==> src/rtl/imm_gen_pipe.sv <==
// RISC-V immediate decoder with branch-target add, two-stage valid/ready pipeline.
// Latency 2 cycles; out_ready stalls stage 2 and then stage 1, in_ready drops only when both are full.
module imm_gen_pipe #(
  parameter int XLEN = 32
) (
  input  logic            clk,
  input  logic            reset,
  input  logic            in_valid,
  output logic            in_ready,
  input  logic [31:0]     in_instr,
  input  logic [XLEN-1:0] in_pc,
  output logic            out_valid,
  input  logic            out_ready,
  output logic [XLEN-1:0] out_imm,
  output logic [XLEN-1:0] out_target,
  output logic [2:0]      out_fmt,
  output logic            out_misaligned,
  output logic [15:0]     illegal_cnt
);

  localparam logic [2:0] FMT_R   = 3'd0;
  localparam logic [2:0] FMT_I   = 3'd1;
  localparam logic [2:0] FMT_S   = 3'd2;
  localparam logic [2:0] FMT_B   = 3'd3;
  localparam logic [2:0] FMT_U   = 3'd4;
  localparam logic [2:0] FMT_J   = 3'd5;
  localparam logic [2:0] FMT_ILL = 3'd7;

  logic [2:0]      dec_fmt;
  logic [31:0]     dec_imm32;
  logic [XLEN-1:0] dec_imm;

  logic            s1_vld_q, s1_vld_d;
  logic [2:0]      s1_fmt_q, s1_fmt_d;
  logic [XLEN-1:0] s1_imm_q, s1_imm_d;
  logic [XLEN-1:0] s1_pc_q, s1_pc_d;

  logic            s2_vld_q, s2_vld_d;
  logic [2:0]      s2_fmt_q, s2_fmt_d;
  logic [XLEN-1:0] s2_imm_q, s2_imm_d;
  logic [XLEN-1:0] s2_tgt_q, s2_tgt_d;
  logic            s2_mis_q, s2_mis_d;

  logic [15:0]     cnt_q, cnt_d;
  logic [XLEN-1:0] s1_tgt;
  logic            s1_adv, s2_adv, in_fire, s2_load;

  always_comb begin
    dec_fmt = FMT_ILL;
    case (in_instr[6:0])
      7'b0110011:                                 dec_fmt = FMT_R;
      7'b0010011, 7'b0000011, 7'b1100111, 7'b1110011: dec_fmt = FMT_I;
      7'b0100011:                                 dec_fmt = FMT_S;
      7'b1100011:                                 dec_fmt = FMT_B;
      7'b0110111, 7'b0010111:                     dec_fmt = FMT_U;
      7'b1101111:                                 dec_fmt = FMT_J;
      // RV64-only OP-IMM-32 / OP-32
      7'b0011011:                                 dec_fmt = (XLEN == 64) ? FMT_I : FMT_ILL;
      7'b0111011:                                 dec_fmt = (XLEN == 64) ? FMT_R : FMT_ILL;
      default:                                    dec_fmt = FMT_ILL;
    endcase
  end

  always_comb begin
    dec_imm32 = '0;
    case (dec_fmt)
      FMT_I: dec_imm32 = {{20{in_instr[31]}}, in_instr[31:20]};
      FMT_S: dec_imm32 = {{20{in_instr[31]}}, in_instr[31:25], in_instr[11:7]};
      FMT_B: dec_imm32 = {{19{in_instr[31]}}, in_instr[31], in_instr[7],
                          in_instr[30:25], in_instr[11:8], 1'b0};
      FMT_U: dec_imm32 = {in_instr[31:12], 12'b0};
      FMT_J: dec_imm32 = {{11{in_instr[31]}}, in_instr[31], in_instr[19:12],
                          in_instr[20], in_instr[30:21], 1'b0};
      default: dec_imm32 = '0;
    endcase
    dec_imm = XLEN'($signed(dec_imm32));
  end

  assign s2_adv   = !s2_vld_q || out_ready;
  assign s1_adv   = !s1_vld_q || s2_adv;
  assign in_ready = s1_adv;
  assign in_fire  = in_valid && s1_adv;
  assign s2_load  = s1_vld_q && s2_adv;
  assign s1_tgt   = s1_pc_q + s1_imm_q;

  always_comb begin
    s1_vld_d = s1_adv ? in_valid : s1_vld_q;
    s1_fmt_d = in_fire ? dec_fmt : s1_fmt_q;
    s1_imm_d = in_fire ? dec_imm : s1_imm_q;
    s1_pc_d  = in_fire ? in_pc   : s1_pc_q;

    s2_vld_d = s2_adv ? s1_vld_q : s2_vld_q;
    s2_fmt_d = s2_load ? s1_fmt_q : s2_fmt_q;
    s2_imm_d = s2_load ? s1_imm_q : s2_imm_q;
    s2_tgt_d = s2_load ? s1_tgt   : s2_tgt_q;
    s2_mis_d = s2_load ? (s1_tgt[1] && (s1_fmt_q == FMT_B || s1_fmt_q == FMT_J)) : s2_mis_q;

    cnt_d = cnt_q;
    if (in_fire && dec_fmt == FMT_ILL && cnt_q != 16'hFFFF) cnt_d = cnt_q + 16'd1;
  end

  always_ff @(posedge clk) begin
    if (reset) begin
      s1_vld_q <= 1'b0;
      s1_fmt_q <= '0;
      s1_imm_q <= '0;
      s1_pc_q  <= '0;
      s2_vld_q <= 1'b0;
      s2_fmt_q <= '0;
      s2_imm_q <= '0;
      s2_tgt_q <= '0;
      s2_mis_q <= 1'b0;
      cnt_q    <= '0;
    end else begin
      s1_vld_q <= s1_vld_d;
      s1_fmt_q <= s1_fmt_d;
      s1_imm_q <= s1_imm_d;
      s1_pc_q  <= s1_pc_d;
      s2_vld_q <= s2_vld_d;
      s2_fmt_q <= s2_fmt_d;
      s2_imm_q <= s2_imm_d;
      s2_tgt_q <= s2_tgt_d;
      s2_mis_q <= s2_mis_d;
      cnt_q    <= cnt_d;
    end
  end

  assign out_valid      = s2_vld_q;
  assign out_imm        = s2_imm_q;
  assign out_target     = s2_tgt_q;
  assign out_fmt        = s2_fmt_q;
  assign out_misaligned = s2_mis_q;
  assign illegal_cnt    = cnt_q;

endmodule

==> config.mk <==
export PLATFORM = sky130hd
export DESIGN_NAME = imm_gen_pipe
export DESIGN_NICKNAME = d
export VERILOG_FILES = /design/src/rtl/imm_gen_pipe.sv
export SDC_FILE = /design/constraint.sdc
export NUM_CORES = 1
export LEC_CHECK = 0
export ABC_CLOCK_PERIOD_IN_PS = 7200
export CAP_MARGIN = 20
export CORE_MARGIN = 4
export CORE_UTILIZATION = 50
export DETAILED_ROUTE_END_ITERATION = 8
export PLACE_DENSITY = 0.78
export SETUP_SLACK_MARGIN = 0.02
export SYNTH_ARGS = -nofsm -noshare
export SYNTH_HDL_FRONTEND = slang
export SYNTH_SLANG_ARGS = --single-unit
==> constraint.sdc <==
create_clock -name clk -period 7.2 [get_ports clk]
set_input_delay 1.08 -clock clk [delete_from_list [all_inputs] [get_ports clk]]
set_output_delay 1.08 -clock clk [all_outputs]
set_load 0.02 [all_outputs]
==> results of run 1 <==
==> per-stage QoR <==
step	worst slack [ns]	instances	hold slack, ns	cell area (sq um)
floorplan	4.55	967	0.440	7480
global route	3.48	1289	0.465	9750
finish	3.58	1289	0.449	9750
CTS	3.57	1289	0.451	9750
detailed placement	3.57	1257	0.443	9090
global placement	3.60	1257	0.440	9090
==> critical path, cell delays in order <==
cell and delay (ns):
clkdlybuf4s50_1 0.40, nor2b_1 0.34, nand2_1 0.16, clkdlybuf4s50_1 0.57
==> placed cells by master, fill, tap and decap left out, types with 6 or more instances in the layout <==
cell | Yosys | routed
xor2_1 | 10 | 10
clkdlybuf4s50_1 | 0 | 152
clkbuf_16 | 0 | 17
a21o_1 | 12 | 12
xnor2_1 | 20 | 20
a221oi_1 | 6 | 6
nor2_1 | 97 | 97
ha_1 | 32 | 32
nand2_1 | 211 | 210
nor3_1 | 17 | 17
nor2b_1 | 10 | 9
a211oi_1 | 13 | 13
o21a_1 | 9 | 9
dfxtp_1 | 153 | 153
a21oi_1 | 164 | 164
a22oi_1 | 9 | 9
buf_4 | 0 | 9
nand3b_1 | 11 | 11
nand3_1 | 15 | 15
o21ai_1 | 10 | 10
inv_1 | 21 | 21
o21ai_0 | 13 | 13
==> synthesized netlist by cell type (all sizes together) (2+ instances only) <==
cell type | n | area, sq um
or2 | 2 | 12.5
a211o | 3 | 26.3
ha | 32 | 400
a21oi | 165 | 830
buf | 9 | 46.3
xnor2 | 20 | 175
a22oi | 9 | 67.6
nand3 | 16 | 85.1
a211oi | 14 | 110
o21a | 9 | 67.6
o211ai | 4 | 30.0
clkbuf | 46 | 173
a21boi | 3 | 26.3
nor2 | 97 | 364
a31oi | 3 | 25.0
o311ai | 3 | 43.8
nand2 | 211 | 792
inv | 21 | 78.8
nand3b | 11 | 82.6
nor2b | 10 | 62.6
xor2 | 10 | 87.6
or3 | 4 | 30.0
nor3b | 2 | 15.0
o31ai | 7 | 62.6
a21o | 12 | 90.1
o21ai | 23 | 115
and4 | 2 | 17.5
and2 | 4 | 27.5
nand2b | 6 | 37.5
nor3 | 18 | 95.1
nand4b | 2 | 17.5
nor4 | 2 | 18.8
dfxtp | 153 | 3060
a221oi | 6 | 52.6
nand4 | 5 | 37.5
a2111oi | 4 | 41.3
and3 | 6 | 42.5
==> layout make-up <==
cell class,count,share of cell area (%)
Inverter,21,0.808
Tap cell,184,2.36
Timing Repair Buffer,161,16.3
Clock buffer,20,4.79
Sequential cell,153,31.4
Clock inverter,12,1.99
Multi-Input combinational cell,738,42.4
==> power by group <==
group | internal [mW] | switching [mW]
Sequential | 0.869 | 0.0159
Combinational | 0.0856 | 0.112
Clock | 0.641 | 0.358
==> sequential cells by signal, indices dropped and copies added (netlist names) <==
name	cells
out_fmt	3
s1_pc_q	32
s1_imm_q	32
s1_fmt_q	3
out_imm	32
s1_vld_q	1
out_misaligned	1
out_target	32
out_valid	1
illegal_cnt	16
==> routing by layer <==
layer	vias to the layer above	track usage [%]	wire, microns
met5	-	0	0
met4	0	9.35	503
met3	38	6.51	1340
met2	220	40.4	9890
met1	3354	33.3	9590
li1	3587	-	-
==> how the worst max path moves through the flow <==
stage | startpoint | to | slack (ns) | cells after the start
after floorplan | in_instr[2] | illegal_cnt[7] | 4.55 | 10
after global placement | out_ready | in_ready | 3.60 | 4
after detailed placement | out_ready | in_ready | 3.57 | 4
after CTS | out_ready | in_ready | 3.57 | 4
after global routing | out_ready | in_ready | 3.48 | 4
final | out_ready | in_ready | 3.58 | 4
==> cells by family (layout without fill, tap and decap cells) <==
| family | Yosys count | in the layout | share of synthesized area [%] |
|---|---|---|---|
| and+or+nand+nor | 398 | 398 | 23.2 |
| AOI/OAI and AO/OA | 275 | 275 | 22.4 |
| DFF | 153 | 153 | 41.0 |
| buffers and inverters | 76 | 214 | 3.98 |
| adders and majority gates | 33 | 33 | 5.62 |
| xor gates and xnor gates | 30 | 30 | 3.51 |
| muxes | 2 | 2 | 0.284 |
==> metrics, run 1 <==
wire per inst 16.5 microns; Startpoint Class input port; Fin Setup TNS 0 ns; core area 0.0146 sq mm; RSZ-0062 raised after global routing no; CTS root buf clkbuf_16; GPL Wtd Cong just over 0.9; post-synthesis sequential area ratio between 40% and 50%; #FFs+latches synth between 150 and 200; crit path time final roughly 3.6 ns; CTS tree done; num rows 44; worst r2r path cells 11; Leak Pwr roughly 3.6 nW; setup violators final 0; Inserted Diodes 0; Clk pin slew, worst setup/hold paths 0.06 ns; clock skew between 0.01 and 0.015 ns; Total GRT Usage between 20% and 30%; final hold vios 0; Initial DRC Count 585; IO buf count about 150; area of the multi-input gates a little over 0.004 sq mm; Post-Route WL roughly 21 mm; EDFF count, synth 0; CTS H-tree lvls 4; antenna violations before repair 0; Clock Path Buffers 2; Nets roughly 1200; vias in the first global route ~6700; layout cell share with drive strength beyond 1 between 5 and 6%; data arrival time of the critical path 2.54 ns; Avg Cell Area, Syn 7.73 sq um; total vias in the final route between 7000 and 8000; post-route ant nets 0; total global routing overflow 0; Max VDD drop about 0.20 mV; die area around 0.017 sq mm; total iterations of the first detailed-routing run 7; status finished clean; fill count 1215; largest net degree at the start of global routing 90; mapped cell area around 0.0075 sq mm; post-CTS sizing 0; Achievable Freq around 280 MHz; Main synth FF type dfxtp_1; die width about 130 microns; FF-to-FF End out_target[28]; clk sinks approximately 150; Synth cell types 68; Mapped Nets approximately 1100; Worst Max-Slew Pin Slew between 0.9 and 1 ns; CP required roughly 6 ns; Layout area overhead 30.4%; R2R Setup Slk roughly 4.3 ns; later-pin clock latency in the skew report approximately 0.44 ns; I/O pins around 150; first-pass GRT wire length around 34 mm; Worst Hold Path EP out_target[14]; Cells on Worst Hold Path 2; Power Total around 2.1 mW; hold_sp out_target[14]; crit path max fanout 5; post-layout util between 60% and 70%; crit end category output port; HPWL Detailed 15.0 mm; drt drc 0; Ys Warns 0; number of CTS-inserted buffers 17; Power Density between 200 and 250 mW/mm^2; Synth Instances 967; max_cap viols 0; hold_buf cts 0; Vias/cell 5.58; post-CTS setup repair buffer count 0; total area of sequential cells 0.00306 sq mm; Hold WC Path Type register to register; WS Path Type input port to output port; RR Startpoint s1_imm_q[0]; async set-or-reset flop fraction in the synthesized netlist 0%; Initial Util between 50% and 60%; relative slew slack approximately 38%; Tcrit/Tclk final 50.3%; max-slew violation count 0; die height 130 microns
Note: power is estimated with default switching activity, not from simulation.
==> inputs of run 2 (changes only) <==
- ABC_CLOCK_PERIOD_IN_PS: 7200 -> 3700
- clock period: 7.2 -> 3.7 ns (I/O delays scaled with it)
==> run 2 against run 1 <==
Compared with the run above:
- worst hold slack barely moved
- largest power group unchanged
- design area rose by 0.36%
- global-route usage fell by 0.19 points
- first-iteration DRC count fell by 3.1%
- core utilization rose by 0.24 points
==> metrics, run 2 (synthesized netlist as in run 1, its figures left out) <==
status finished clean; number of CTS-inserted buffers 17 (unchanged); WHS 0.449 ns (+0.0000310 ns); post-CTS sizing 0 (unchanged); commonest non-fill, non-tap cell in the layout nand2_1; max_cap viols 0 (unchanged); post-CTS setup repair buffer count 0 (unchanged); Initial DRC Count 567 (-3.1%); hold_buf cts 0 (unchanged); largest net degree at the start of global routing 68 (-24%); crit end category register; pre-CTS setup slack 0.833 ns (-2.74 ns); later-pin clock latency in the skew report 0.43 ns (about the same); Inst Count DP 1263 (+0.48%); worst r2r path cells 11 (unchanged); CTS root buf clkbuf_16; die width 130 microns (unchanged); FF-to-FF End out_target[28]; total vias in the final route 7241 (+0.58%); wire per inst 16.3 microns (-1.4%); layout cell share with drive strength beyond 1 5.94% (+0.51 points); die height 130 microns (unchanged); Worst Setup Slack, final 0.939 ns (-2.64 ns); RR Startpoint s1_imm_q[0]; Worst Hold Path EP out_target[21]; Total GRT Usage 25.2% (-0.19 points); clock skew 0.00516 ns (-0.00907 ns); clk sinks 153 (unchanged); Nets 1199 (+0.50%); Layout area overhead 30.9%; Hold WC Path Type register to register; Tcrit/Tclk final between 70% and 80%; relative slew slack 51.8% (+14 points); Power Density 406 mW/mm^2 (+90%); antenna violations before repair 1 (+1); Startpoint Class register; total global routing overflow 0 (unchanged); total iterations of the first detailed-routing run 5 (-2); crit path time final about 2.8 ns; CP required 4.05 ns (-2.07 ns); HPWL Detailed 15.5 mm (+3.2%); Initial Util 51.3% (unchanged); vias in the first global route 6786 (+1.1%); first-pass GRT wire length 33.7 mm (-0.69%); CTS H-tree lvls 4 (unchanged); I/O pins 154 (unchanged); num rows 44 (unchanged); commonest cells after routing, fill and taps aside nand2_1 (210), a21oi_1 (164), dfxtp_1 (153); hold_sp out_target[21]; post-route ant nets 0 (unchanged); Leak Pwr 3.61 nW (+0.46%); data arrival time of the critical path 3.11 ns (+0.57 ns); drt drc 0 (unchanged); Non-Filler Instances 1296 (+0.54%); Max VDD drop 0.327 mV (+64%); IO buf count 153 (unchanged); setup violators final 0 (unchanged); Clk pin slew, worst setup/hold paths 0.06 ns (about the same); RSZ-0062 raised after global routing no; max-slew violation count 0 (unchanged); Post-Route WL 21.1 mm (-0.89%); CP startpoint s1_imm_q[0]; core area 0.0146 sq mm (unchanged); Clock Path Buffers 2 (unchanged); WS Path Type register to register; fill count 1230 (+1.2%); Worst Max-Slew Pin Slew 0.723 ns (-0.213 ns); CTS tree done; Achievable Freq between 300 and 400 MHz; Cells on Worst Hold Path 2 (unchanged); final hold vios 0 (unchanged); GPL Wtd Cong 0.921 (+0.83%); Vias/cell 5.59 (about the same); die area 0.0170 sq mm (unchanged); crit path max fanout 5 (unchanged); R2R Setup Slk 0.94 ns (-3.35 ns); Fin Setup TNS 0 ns (unchanged)
==> run 2: layout make-up <==
type	instances	area (sq um)	share of cell area, %
multi-input combinational	738	4130	42.2
inverter	21	78.8	0.805
antenna	1	2.50	0.0256
clock inverter	14	196	2.01
tap	184	230	2.35
sequential	153	3060	31.3
clock buffer	18	439	4.49
timing repair buffer	167	1650	16.8
==> run 2: how the worst max path moves through the flow <==
stage                      end  slack (ns)  depth (start not counted)
3_5_place_dp   illegal_cnt[14]        0.83                          9
4_1_cts         out_target[30]        0.95                         11
2_1_floorplan   out_target[28]        1.26                         11
5_1_grt         out_target[28]        0.74                         11
6_report        out_target[28]        0.94                         11
3_3_place_gp   illegal_cnt[14]        0.91                          9
==> run 2: routing by layer <==
layer,wire [microns],vias to the layer above,GRT usage [%]
li1,-,3614,-
met5,0,-,0
met2,9990,226,41.4
met3,1320,26,5.73
met4,422,0,8.99
met1,9400,3375,32.5
==> run 2: metrics by stage <==
step	cell area (sq um)	total power, mW	util, %
floorplan	7480	1.97	-
global placement	9150	2.14	62.7
detailed placement	9150	2.15	62.7
CTS	9780	3.99	67.1
global route	9790	4.09	67.1
finish	9790	3.97	67.1
==> run 2: power breakdown <==
group / leakage, nW / switching (mW) / internal (mW)
sequential: 1.24 / 0.0306 / 1.69
clock: 0.303 / 0.709 / 1.15
combinational: 2.06 / 0.222 / 0.172
==> run 2: worst max-delay path, stage by stage, from the launching register on <==
cell and delay (ns):
dfxtp_1 0.33, ha_1 0.23, inv_1 0.08, fa_1 0.17, nor2b_1 0.08, o31ai_2 0.37, a211oi_2 0.18, o311ai_4 0.41
a21boi_2 0.13, o31ai_2 0.24, mux2_1 0.34, o22ai_1 0.13
